===== config.mk =====
export PLATFORM = sky130hd
export DESIGN_NAME = dcache_rmw_arbiter_flat
export DESIGN_NICKNAME = d
export VERILOG_FILES = /design/src/rtl/dcache_rmw_arbiter_if.sv /design/src/rtl/dcache_rmw_arbiter.sv /design/src/flat_wrapper.sv
export SDC_FILE = /design/constraint.sdc
export NUM_CORES = 1
export LEC_CHECK = 0
export BUFFER_PORTS_ARGS = -buffer_cell sky130_fd_sc_hd__buf_4
export CAP_MARGIN = 25
export CORE_ASPECT_RATIO = 2
export CORE_MARGIN = 1.5
export CORE_UTILIZATION = 35
export DETAILED_ROUTE_END_ITERATION = 7
export PLACE_DENSITY_LB_ADDON = 0.05
export SLEW_MARGIN = 20
export SYNTH_ARGS = -nofsm -noshare
export SYNTH_HDL_FRONTEND = slang
export SYNTH_SLANG_ARGS = --single-unit

===== constraint.sdc =====
create_clock -name clk -period 1.8 [get_ports clk]
set_input_delay 0.09 -clock clk [delete_from_list [all_inputs] [get_ports clk]]
set_output_delay 0.09 -clock clk [all_outputs]
set_load 0.01 [all_outputs]

===== src/rtl/dcache_rmw_arbiter_if.sv =====
// Request/response and D-cache signal bundle for dcache_rmw_arbiter.
// The slave modport is the arbiter; the master modport is its environment.
interface dcache_rmw_arbiter_if;
    logic        p0_req_valid;
    logic        p0_req_rw;
    logic [11:0] p0_req_addr;
    logic [63:0] p0_req_wdata;
    logic [7:0]  p0_req_wstrb;
    logic        p0_req_ready;
    logic        p0_resp_valid;

    logic        p1_req_valid;
    logic        p1_req_rw;
    logic [11:0] p1_req_addr;
    logic [63:0] p1_req_wdata;
    logic [7:0]  p1_req_wstrb;
    logic        p1_req_ready;
    logic        p1_resp_valid;

    logic [63:0] resp_rdata;
    logic        resp_hit;

    logic [11:0] dcache_req_addr;
    logic        dcache_req_valid;
    logic        dcache_req_rw;
    logic [63:0] dcache_data_write;
    logic [63:0] dcache_data_read;
    logic        dcache_ready;
    logic        dcache_hit;

    logic [15:0] perf_miss_cnt;

    modport slave (
        input  p0_req_valid, p0_req_rw, p0_req_addr, p0_req_wdata, p0_req_wstrb,
        input  p1_req_valid, p1_req_rw, p1_req_addr, p1_req_wdata, p1_req_wstrb,
        input  dcache_data_read, dcache_ready, dcache_hit,
        output p0_req_ready, p0_resp_valid, p1_req_ready, p1_resp_valid,
        output resp_rdata, resp_hit,
        output dcache_req_addr, dcache_req_valid, dcache_req_rw, dcache_data_write,
        output perf_miss_cnt
    );

    modport master (
        output p0_req_valid, p0_req_rw, p0_req_addr, p0_req_wdata, p0_req_wstrb,
        output p1_req_valid, p1_req_rw, p1_req_addr, p1_req_wdata, p1_req_wstrb,
        output dcache_data_read, dcache_ready, dcache_hit,
        input  p0_req_ready, p0_resp_valid, p1_req_ready, p1_resp_valid,
        input  resp_rdata, resp_hit,
        input  dcache_req_addr, dcache_req_valid, dcache_req_rw, dcache_data_write,
        input  perf_miss_cnt
    );
endinterface


===== src/rtl/dcache_rmw_arbiter.sv =====
// Two-port arbiter and read-merge-write sequencer in front of the 64-bit D-cache port.
// Define DCACHE_ARB_RR_EN for round-robin grants; otherwise port 0 has fixed priority.
module dcache_rmw_arbiter (
    input logic                  clk,
    input logic                  rst_n,
    dcache_rmw_arbiter_if.slave  bus_io
);

    typedef enum logic [1:0] {StIdle, StRd, StWr, StResp} state_e;

    state_e      state_q, state_d;
    logic        port_q, port_d;
    logic        rw_q, rw_d;
    logic [11:0] addr_q, addr_d;
    logic [63:0] wdata_q, wdata_d;
    logic [7:0]  wstrb_q, wstrb_d;
    logic [63:0] rd_buf_q, rd_buf_d;
    logic        hit_q, hit_d;
    logic [15:0] miss_cnt_q, miss_cnt_d;

    logic        any_valid, gnt;
    logic        sel_rw;
    logic [11:0] sel_addr;
    logic [63:0] sel_wdata, merged;
    logic [7:0]  sel_wstrb;
    logic        access_done;

    assign any_valid = bus_io.p0_req_valid | bus_io.p1_req_valid;

`ifdef DCACHE_ARB_RR_EN
    logic last_q, last_d;
    assign gnt = (bus_io.p0_req_valid & bus_io.p1_req_valid) ? ~last_q : ~bus_io.p0_req_valid;
`else
    assign gnt = ~bus_io.p0_req_valid;
`endif

    assign sel_rw    = gnt ? bus_io.p1_req_rw    : bus_io.p0_req_rw;
    assign sel_addr  = gnt ? bus_io.p1_req_addr  : bus_io.p0_req_addr;
    assign sel_wdata = gnt ? bus_io.p1_req_wdata : bus_io.p0_req_wdata;
    assign sel_wstrb = gnt ? bus_io.p1_req_wstrb : bus_io.p0_req_wstrb;

    assign access_done = ((state_q == StRd) || (state_q == StWr)) && bus_io.dcache_ready;

    always_comb begin
        for (int i = 0; i < 8; i++) begin
            merged[8*i +: 8] = wstrb_q[i] ? wdata_q[8*i +: 8] : rd_buf_q[8*i +: 8];
        end
    end

    always_comb begin
        state_d    = state_q;
        port_d     = port_q;
        rw_d       = rw_q;
        addr_d     = addr_q;
        wdata_d    = wdata_q;
        wstrb_d    = wstrb_q;
        rd_buf_d   = rd_buf_q;
        hit_d      = hit_q;
`ifdef DCACHE_ARB_RR_EN
        last_d     = last_q;
`endif
        bus_io.p0_req_ready      = 1'b0;
        bus_io.p1_req_ready      = 1'b0;
        bus_io.p0_resp_valid     = 1'b0;
        bus_io.p1_resp_valid     = 1'b0;
        bus_io.resp_rdata        = '0;
        bus_io.resp_hit          = 1'b0;
        bus_io.dcache_req_valid  = 1'b0;
        bus_io.dcache_req_rw     = 1'b0;
        bus_io.dcache_req_addr   = '0;
        bus_io.dcache_data_write = '0;

        unique case (state_q)
            StIdle: begin
                if (any_valid) begin
                    bus_io.p0_req_ready = ~gnt;
                    bus_io.p1_req_ready = gnt;
                    port_d   = gnt;
                    rw_d     = sel_rw;
                    addr_d   = sel_addr;
                    wdata_d  = sel_wdata;
                    wstrb_d  = sel_wstrb;
                    // Cleared so ops without a read report zero data.
                    rd_buf_d = '0;
                    hit_d    = 1'b1;
`ifdef DCACHE_ARB_RR_EN
                    last_d   = gnt;
`endif
                    if (sel_rw && (sel_wstrb == 8'hFF)) begin
                        state_d = StWr;
                    end else if (sel_rw && (sel_wstrb == 8'h00)) begin
                        state_d = StResp;
                    end else begin
                        state_d = StRd;
                    end
                end
            end
            StRd: begin
                bus_io.dcache_req_valid = 1'b1;
                bus_io.dcache_req_addr  = addr_q;
                if (bus_io.dcache_ready) begin
                    rd_buf_d = bus_io.dcache_data_read;
                    hit_d    = hit_q & bus_io.dcache_hit;
                    state_d  = rw_q ? StWr : StResp;
                end
            end
            StWr: begin
                bus_io.dcache_req_valid  = 1'b1;
                bus_io.dcache_req_rw     = 1'b1;
                bus_io.dcache_req_addr   = addr_q;
                bus_io.dcache_data_write = merged;
                if (bus_io.dcache_ready) begin
                    hit_d   = hit_q & bus_io.dcache_hit;
                    state_d = StResp;
                end
            end
            StResp: begin
                bus_io.p0_resp_valid = ~port_q;
                bus_io.p1_resp_valid = port_q;
                bus_io.resp_rdata    = rd_buf_q;
                bus_io.resp_hit      = hit_q;
                state_d              = StIdle;
            end
            default: state_d = StIdle;
        endcase
    end

    always_comb begin
        miss_cnt_d = miss_cnt_q;
        if (access_done && !bus_io.dcache_hit && (miss_cnt_q != 16'hFFFF)) begin
            miss_cnt_d = miss_cnt_q + 16'd1;
        end
    end

    assign bus_io.perf_miss_cnt = miss_cnt_q;

    always_ff @(posedge clk or negedge rst_n) begin
        if (!rst_n) begin
            state_q    <= StIdle;
            port_q     <= 1'b0;
            rw_q       <= 1'b0;
            addr_q     <= '0;
            wdata_q    <= '0;
            wstrb_q    <= '0;
            rd_buf_q   <= '0;
            hit_q      <= 1'b0;
            miss_cnt_q <= '0;
        end else begin
            state_q    <= state_d;
            port_q     <= port_d;
            rw_q       <= rw_d;
            addr_q     <= addr_d;
            wdata_q    <= wdata_d;
            wstrb_q    <= wstrb_d;
            rd_buf_q   <= rd_buf_d;
            hit_q      <= hit_d;
            miss_cnt_q <= miss_cnt_d;
        end
    end

`ifdef DCACHE_ARB_RR_EN
    // Reset as "port 1 last granted" so port 0 wins the first contested grant.
    always_ff @(posedge clk or negedge rst_n) begin
        if (!rst_n) begin
            last_q <= 1'b1;
        end else begin
            last_q <= last_d;
        end
    end
`endif

endmodule


===== src/flat_wrapper.sv =====
// flat-port wrapper written by rule: the top's interface ports become plain ports
module dcache_rmw_arbiter_flat 
  (clk, rst_n, bus_io_p0_req_valid, bus_io_p0_req_rw, bus_io_p0_req_addr, bus_io_p0_req_wdata, bus_io_p0_req_wstrb, bus_io_p1_req_valid, bus_io_p1_req_rw, bus_io_p1_req_addr, bus_io_p1_req_wdata, bus_io_p1_req_wstrb, bus_io_dcache_data_read, bus_io_dcache_ready, bus_io_dcache_hit, bus_io_p0_req_ready, bus_io_p0_resp_valid, bus_io_p1_req_ready, bus_io_p1_resp_valid, bus_io_resp_rdata, bus_io_resp_hit, bus_io_dcache_req_addr, bus_io_dcache_req_valid, bus_io_dcache_req_rw, bus_io_dcache_data_write, bus_io_perf_miss_cnt);
  dcache_rmw_arbiter_if bus_io_i ();
  input logic clk;
  input logic rst_n;
  input wire logic [$bits(bus_io_i.p0_req_valid)-1:0] bus_io_p0_req_valid;
  input wire logic [$bits(bus_io_i.p0_req_rw)-1:0] bus_io_p0_req_rw;
  input wire logic [$bits(bus_io_i.p0_req_addr)-1:0] bus_io_p0_req_addr;
  input wire logic [$bits(bus_io_i.p0_req_wdata)-1:0] bus_io_p0_req_wdata;
  input wire logic [$bits(bus_io_i.p0_req_wstrb)-1:0] bus_io_p0_req_wstrb;
  input wire logic [$bits(bus_io_i.p1_req_valid)-1:0] bus_io_p1_req_valid;
  input wire logic [$bits(bus_io_i.p1_req_rw)-1:0] bus_io_p1_req_rw;
  input wire logic [$bits(bus_io_i.p1_req_addr)-1:0] bus_io_p1_req_addr;
  input wire logic [$bits(bus_io_i.p1_req_wdata)-1:0] bus_io_p1_req_wdata;
  input wire logic [$bits(bus_io_i.p1_req_wstrb)-1:0] bus_io_p1_req_wstrb;
  input wire logic [$bits(bus_io_i.dcache_data_read)-1:0] bus_io_dcache_data_read;
  input wire logic [$bits(bus_io_i.dcache_ready)-1:0] bus_io_dcache_ready;
  input wire logic [$bits(bus_io_i.dcache_hit)-1:0] bus_io_dcache_hit;
  output wire logic [$bits(bus_io_i.p0_req_ready)-1:0] bus_io_p0_req_ready;
  output wire logic [$bits(bus_io_i.p0_resp_valid)-1:0] bus_io_p0_resp_valid;
  output wire logic [$bits(bus_io_i.p1_req_ready)-1:0] bus_io_p1_req_ready;
  output wire logic [$bits(bus_io_i.p1_resp_valid)-1:0] bus_io_p1_resp_valid;
  output wire logic [$bits(bus_io_i.resp_rdata)-1:0] bus_io_resp_rdata;
  output wire logic [$bits(bus_io_i.resp_hit)-1:0] bus_io_resp_hit;
  output wire logic [$bits(bus_io_i.dcache_req_addr)-1:0] bus_io_dcache_req_addr;
  output wire logic [$bits(bus_io_i.dcache_req_valid)-1:0] bus_io_dcache_req_valid;
  output wire logic [$bits(bus_io_i.dcache_req_rw)-1:0] bus_io_dcache_req_rw;
  output wire logic [$bits(bus_io_i.dcache_data_write)-1:0] bus_io_dcache_data_write;
  output wire logic [$bits(bus_io_i.perf_miss_cnt)-1:0] bus_io_perf_miss_cnt;
  assign bus_io_i.p0_req_valid = bus_io_p0_req_valid;
  assign bus_io_i.p0_req_rw = bus_io_p0_req_rw;
  assign bus_io_i.p0_req_addr = bus_io_p0_req_addr;
  assign bus_io_i.p0_req_wdata = bus_io_p0_req_wdata;
  assign bus_io_i.p0_req_wstrb = bus_io_p0_req_wstrb;
  assign bus_io_i.p1_req_valid = bus_io_p1_req_valid;
  assign bus_io_i.p1_req_rw = bus_io_p1_req_rw;
  assign bus_io_i.p1_req_addr = bus_io_p1_req_addr;
  assign bus_io_i.p1_req_wdata = bus_io_p1_req_wdata;
  assign bus_io_i.p1_req_wstrb = bus_io_p1_req_wstrb;
  assign bus_io_i.dcache_data_read = bus_io_dcache_data_read;
  assign bus_io_i.dcache_ready = bus_io_dcache_ready;
  assign bus_io_i.dcache_hit = bus_io_dcache_hit;
  assign bus_io_p0_req_ready = bus_io_i.p0_req_ready;
  assign bus_io_p0_resp_valid = bus_io_i.p0_resp_valid;
  assign bus_io_p1_req_ready = bus_io_i.p1_req_ready;
  assign bus_io_p1_resp_valid = bus_io_i.p1_resp_valid;
  assign bus_io_resp_rdata = bus_io_i.resp_rdata;
  assign bus_io_resp_hit = bus_io_i.resp_hit;
  assign bus_io_dcache_req_addr = bus_io_i.dcache_req_addr;
  assign bus_io_dcache_req_valid = bus_io_i.dcache_req_valid;
  assign bus_io_dcache_req_rw = bus_io_i.dcache_req_rw;
  assign bus_io_dcache_data_write = bus_io_i.dcache_data_write;
  assign bus_io_perf_miss_cnt = bus_io_i.perf_miss_cnt;
  dcache_rmw_arbiter u_core (.clk(clk), .rst_n(rst_n), .bus_io(bus_io_i));
endmodule

==> results.yml <==
outcome:
  outcome: "complete, but fails checks"
  violations: "hold timing, setup timing"
die:
  coreArea_um2: 25000
  die-area_um2: 26500
  row_count: 82
  die_w_um: 116
  die_h_um: 229
  io-pin-count: 403
  start_util_pct: 35.6
drt:
  drt-initial-drc-count: 335
  wirelength_um: 34900
  drcViolationCount: 0
  drt_pass1_iterations: 5
  ant_nets: 0
  wl_per_cell_um: 18.8
  avgViaCountPerCell: 4.88
  vias: 9056
min_path:
  worstHoldStart: "bus_io_p1_req_wdata[7]"
  hold_path.class: "primary input to flop"
  min_to: "u_core.wdata_q[7]$_DFFE_PN0P_"
  hold-path-cell-count: 3
clock_network:
  tritoncts: "done"
  clockBufferDepth: 2
  cts.htree.levels: 4
  cts_sinks: 169
  cts_buffers: 17
  root_buffer: "clkbuf_16"
  clkTransAtPathRegs_ps: 60
  clock_latency_ps: 450
placement:
  dp_hpwl_um: 22600
  place_congestion: 0.779
  port_buffers: 402
  dpl-instance-area_um2: 12600
power_and_ir_drop:
  power_frac_seq_pct: 30.6
  p_leak_uw: 0.00800
  netSwitchingPower_uw: 7810
  p_int_uw: 13500
  fin_total_pwr_uw: 21300
  share_comb_of_total_power_pct: 51.0
  clock_power_share_pct: 18.5
  p_per_area_nw_per_um2: 1270
  peakVddDrop_mv: 0.800
  sw_frac_of_total_pct: 36.7
job:
  max_cap_violations: 0
grt:
  grt_pass1_wl_um: 52200
  antenna_found_initial: 1
  overflow: 0
  grt_pass1_vias: 9625
  grt_max_degree: 59
  grtUsageTotal_pct: 25.8
yosys:
  ys_warn_count: 0
  async_flop_share_pct: 100
  ys_seq_elements: 169
  synth_cell_types: 47
  synth_ff_type: "dfrtp_1"
  syn-cell-area_um2: 8920
  synth_edf_count: 0
  synthCells: 869
  yosysSeqAreaShare_pct: 47.4
  synth.net_count: 1116
  postSynthAreaPerCell_um2: 10.3
sta:
  finalCritPeriodShare_pct: 105
  slew_violations: 0
  clock.fmax_mhz: 529
  worst_pin_slew_ps: 608
  tns_ps: -4380
  post-route-min-period_ps: 1890
  rsz0062_at_grt: "yes"
  setup_ws_ps: -88.7
  finalSetupViolCount: 111
  max_slew_margin_pct: 59.5
  whs_ps: -11.0
  skew_ps: 5.42
  hold_viol_final: 1
worst_setup_path:
  reg2reg_to: "u_core.bus_io.perf_miss_cnt[8]$_DFFE_PN0P_"
  rr_worst_depth: 8
  critical_path_arrival_ps: 1800
  start_kind: "flop"
  cpPeakStageDelay_ps: 390
  crit_chain: "inv_2 > buf_6 > ha_4 > buf_12 > clkbuf_16 > nor2b_4 > buf_6"
  path_class: "flop to output port"
  critical_path.top_delay_family: "buffers and inverters"
  reg2reg_setup_slack_ps: -50
  cp_common_cell: "buf_6"
  path_buf_inv: 5
  cp-end-kind: "output port"
  cp.required_ps: 1710
  critPathMaxFanout: 8
  regToRegStartpoint: "u_core.state_q[0]$_DFFE_PN0P_"
  crit_slowest_cell: "dfrtp_1"
finish:
  fin_util_pct: 67.0
  area_growth_syn_to_layout_pct: 88.2
  nets: 1754
  drive_gt1_share_pct: 39.7
  stdcell_area_um2: 16800
[synthesized netlist by cell type, drive strengths merged (2+ instances only)]
| cell | count | area share, % |
|---|---|---|
| o21ai | 88 | 4.9 |
| xor2 | 4 | 0.39 |
| inv | 6 | 0.25 |
| nand3 | 6 | 0.34 |
| nand4 | 5 | 0.42 |
| nor3 | 2 | 0.11 |
| nand2 | 97 | 4.1 |
| and3 | 3 | 0.21 |
| a22o | 64 | 6.3 |
| ha | 7 | 0.98 |
| a21oi | 10 | 0.60 |
| nor2b | 66 | 4.6 |
| and2 | 81 | 5.7 |
| nor2 | 14 | 0.59 |
| nor4 | 3 | 0.38 |
| dfrtp | 169 | 47 |
| xnor2 | 8 | 0.79 |
| mux2 | 2 | 0.29 |
| clkbuf | 38 | 1.6 |
| buf | 27 | 1.5 |
| or2 | 5 | 0.35 |
| mux2i | 147 | 16 |
[layout by cell type, fill, tap and decap left out, types with 2 or more instances in the layout]
| cell type | n |
|---|---|
| nor2_1 | 12 |
| nor2b_2 | 2 |
| nand4_1 | 4 |
| a21oi_1 | 9 |
| nor2b_1 | 8 |
| nor3_1 | 2 |
| dfrtp_1 | 166 |
| buf_6 | 96 |
| and2_4 | 34 |
| inv_1 | 4 |
| dfrtp_2 | 3 |
| nand3_1 | 6 |
| or2_2 | 2 |
| or2_4 | 2 |
| ha_1 | 4 |
| nor4_1 | 2 |
| ha_4 | 3 |
| xor2_1 | 4 |
| clkinv_2 | 3 |
| buf_16 | 2 |
| nor2b_4 | 56 |
| buf_8 | 2 |
| o21ai_0 | 86 |
| mux2i_1 | 147 |
| clkbuf_8 | 2 |
| clkbuf_16 | 21 |
| buf_12 | 24 |
| a22o_1 | 64 |
| bufinv_16 | 4 |
| clkbuf_1 | 5 |
| dlygate4sd3_1 | 227 |
| and2_1 | 46 |
| nand2_1 | 96 |
| xnor2_1 | 8 |
| buf_4 | 329 |
[cell type report]
| cell class | instances | area [um2] |
|---|---|---|
| inverters | 6 | 25.0 |
| fillers | 1990 | 8250 |
| clock inverters | 8 | 143 |
| clock buffers | 24 | 472 |
| diodes | 1 | 2.50 |
| repair buffers | 684 | 6490 |
| flip-flops and latches | 169 | 4230 |
| multi-input cells | 629 | 5000 |
| well taps | 336 | 420 |
[what timing repair did]
item,in CTS,in global routing
buffers inserted,14,3
hold endpoints to repair,199,1
cloned,3,4
hold buffers,226,1
gates resized for setup,101,145
pin swaps,13,21
endpoints found under the setup margin,122,184
[flip-flops by register name, summed over array words and instances, names as in the netlist]
register and cells:
u_core.rd_buf_q 64, u_core.wdata_q 64, u_core.bus_io.perf_miss_cnt 16, u_core.addr_q 12, u_core.wstrb_q 8, u_core.state_q 2
u_core.hit_q 1, u_core.port_q 1, u_core.rw_q 1
[worst max-delay path by stage]
| stage | start | end | slack, ps | cells past startpoint |
|---|---|---|---|---|
| global placement | u_core.state_q[1]$_DFFE_PN0P_ | u_core.bus_io.perf_miss_cnt[8]$_DFFE_PN0P_ | 40 | 7 |
| CTS | u_core.state_q[1]$_DFFE_PN0P_ | bus_io_dcache_data_write[3] | -130 | 7 |
| floorplan | u_core.state_q[0]$_DFFE_PN0P_ | u_core.bus_io.perf_miss_cnt[12]$_DFFE_PN0P_ | 30 | 7 |
| detailed placement | u_core.state_q[0]$_DFFE_PN0P_ | u_core.bus_io.perf_miss_cnt[8]$_DFFE_PN0P_ | 20 | 7 |
| global route | u_core.state_q[0]$_DFFE_PN0P_ | bus_io_dcache_data_write[53] | -150 | 7 |
| finish | u_core.state_q[0]$_DFFE_PN0P_ | bus_io_dcache_data_write[53] | -90 | 7 |
[routing by layer]
layer,global-route usage [%],routed length [um],vias to the layer above
li1,-,-,4289
met1,27.6,12700,4394
met2,47.3,19100,302
met3,4.72,1720,71
met4,12.7,1360,0
met5,0,0,-
[logic make-up after synthesis]
family,count (synthesis),share of synthesized area [%]
simple gates,290,17.5
compound gates,171,12.7
flops,169,47.4
mux,149,16.8
buf+inv,71,3.40
xor+xnor,12,1.18
fa+ha+maj,7,0.982
[power groups by stage]
stage / sequential (uW) / combinational (uW) / clock [uW]
floorplan: 5900 / 4810 / 0
global placement: 6490 / 7850 / 0
detailed placement: 6530 / 7960 / 0
CTS: 6470 / 9740 / 4010
global route: 6690 / 11700 / 4150
finish: 6510 / 10900 / 3930
[stage by stage]
| stage | std cells | worst slack [ps] |
|---|---|---|
| floorplan | 869 | 25.2 |
| global route | 1857 | -147 |
| finish | 1857 | -88.7 |
| global placement | 1575 | 42.4 |
| detailed placement | 1575 | 16.0 |
| CTS | 1849 | -126 |
[worst reg2reg max path, stage by stage (launching register included)]
cell     delay (ps)
dfrtp_1         360
inv_2            50
buf_4           130
ha_4            280
and3b_1         180
and3_4          200
nor3b_4         240
nand4_1         130
xnor2_1         150
No activity file was read; power rests on OpenSTA's default activity.
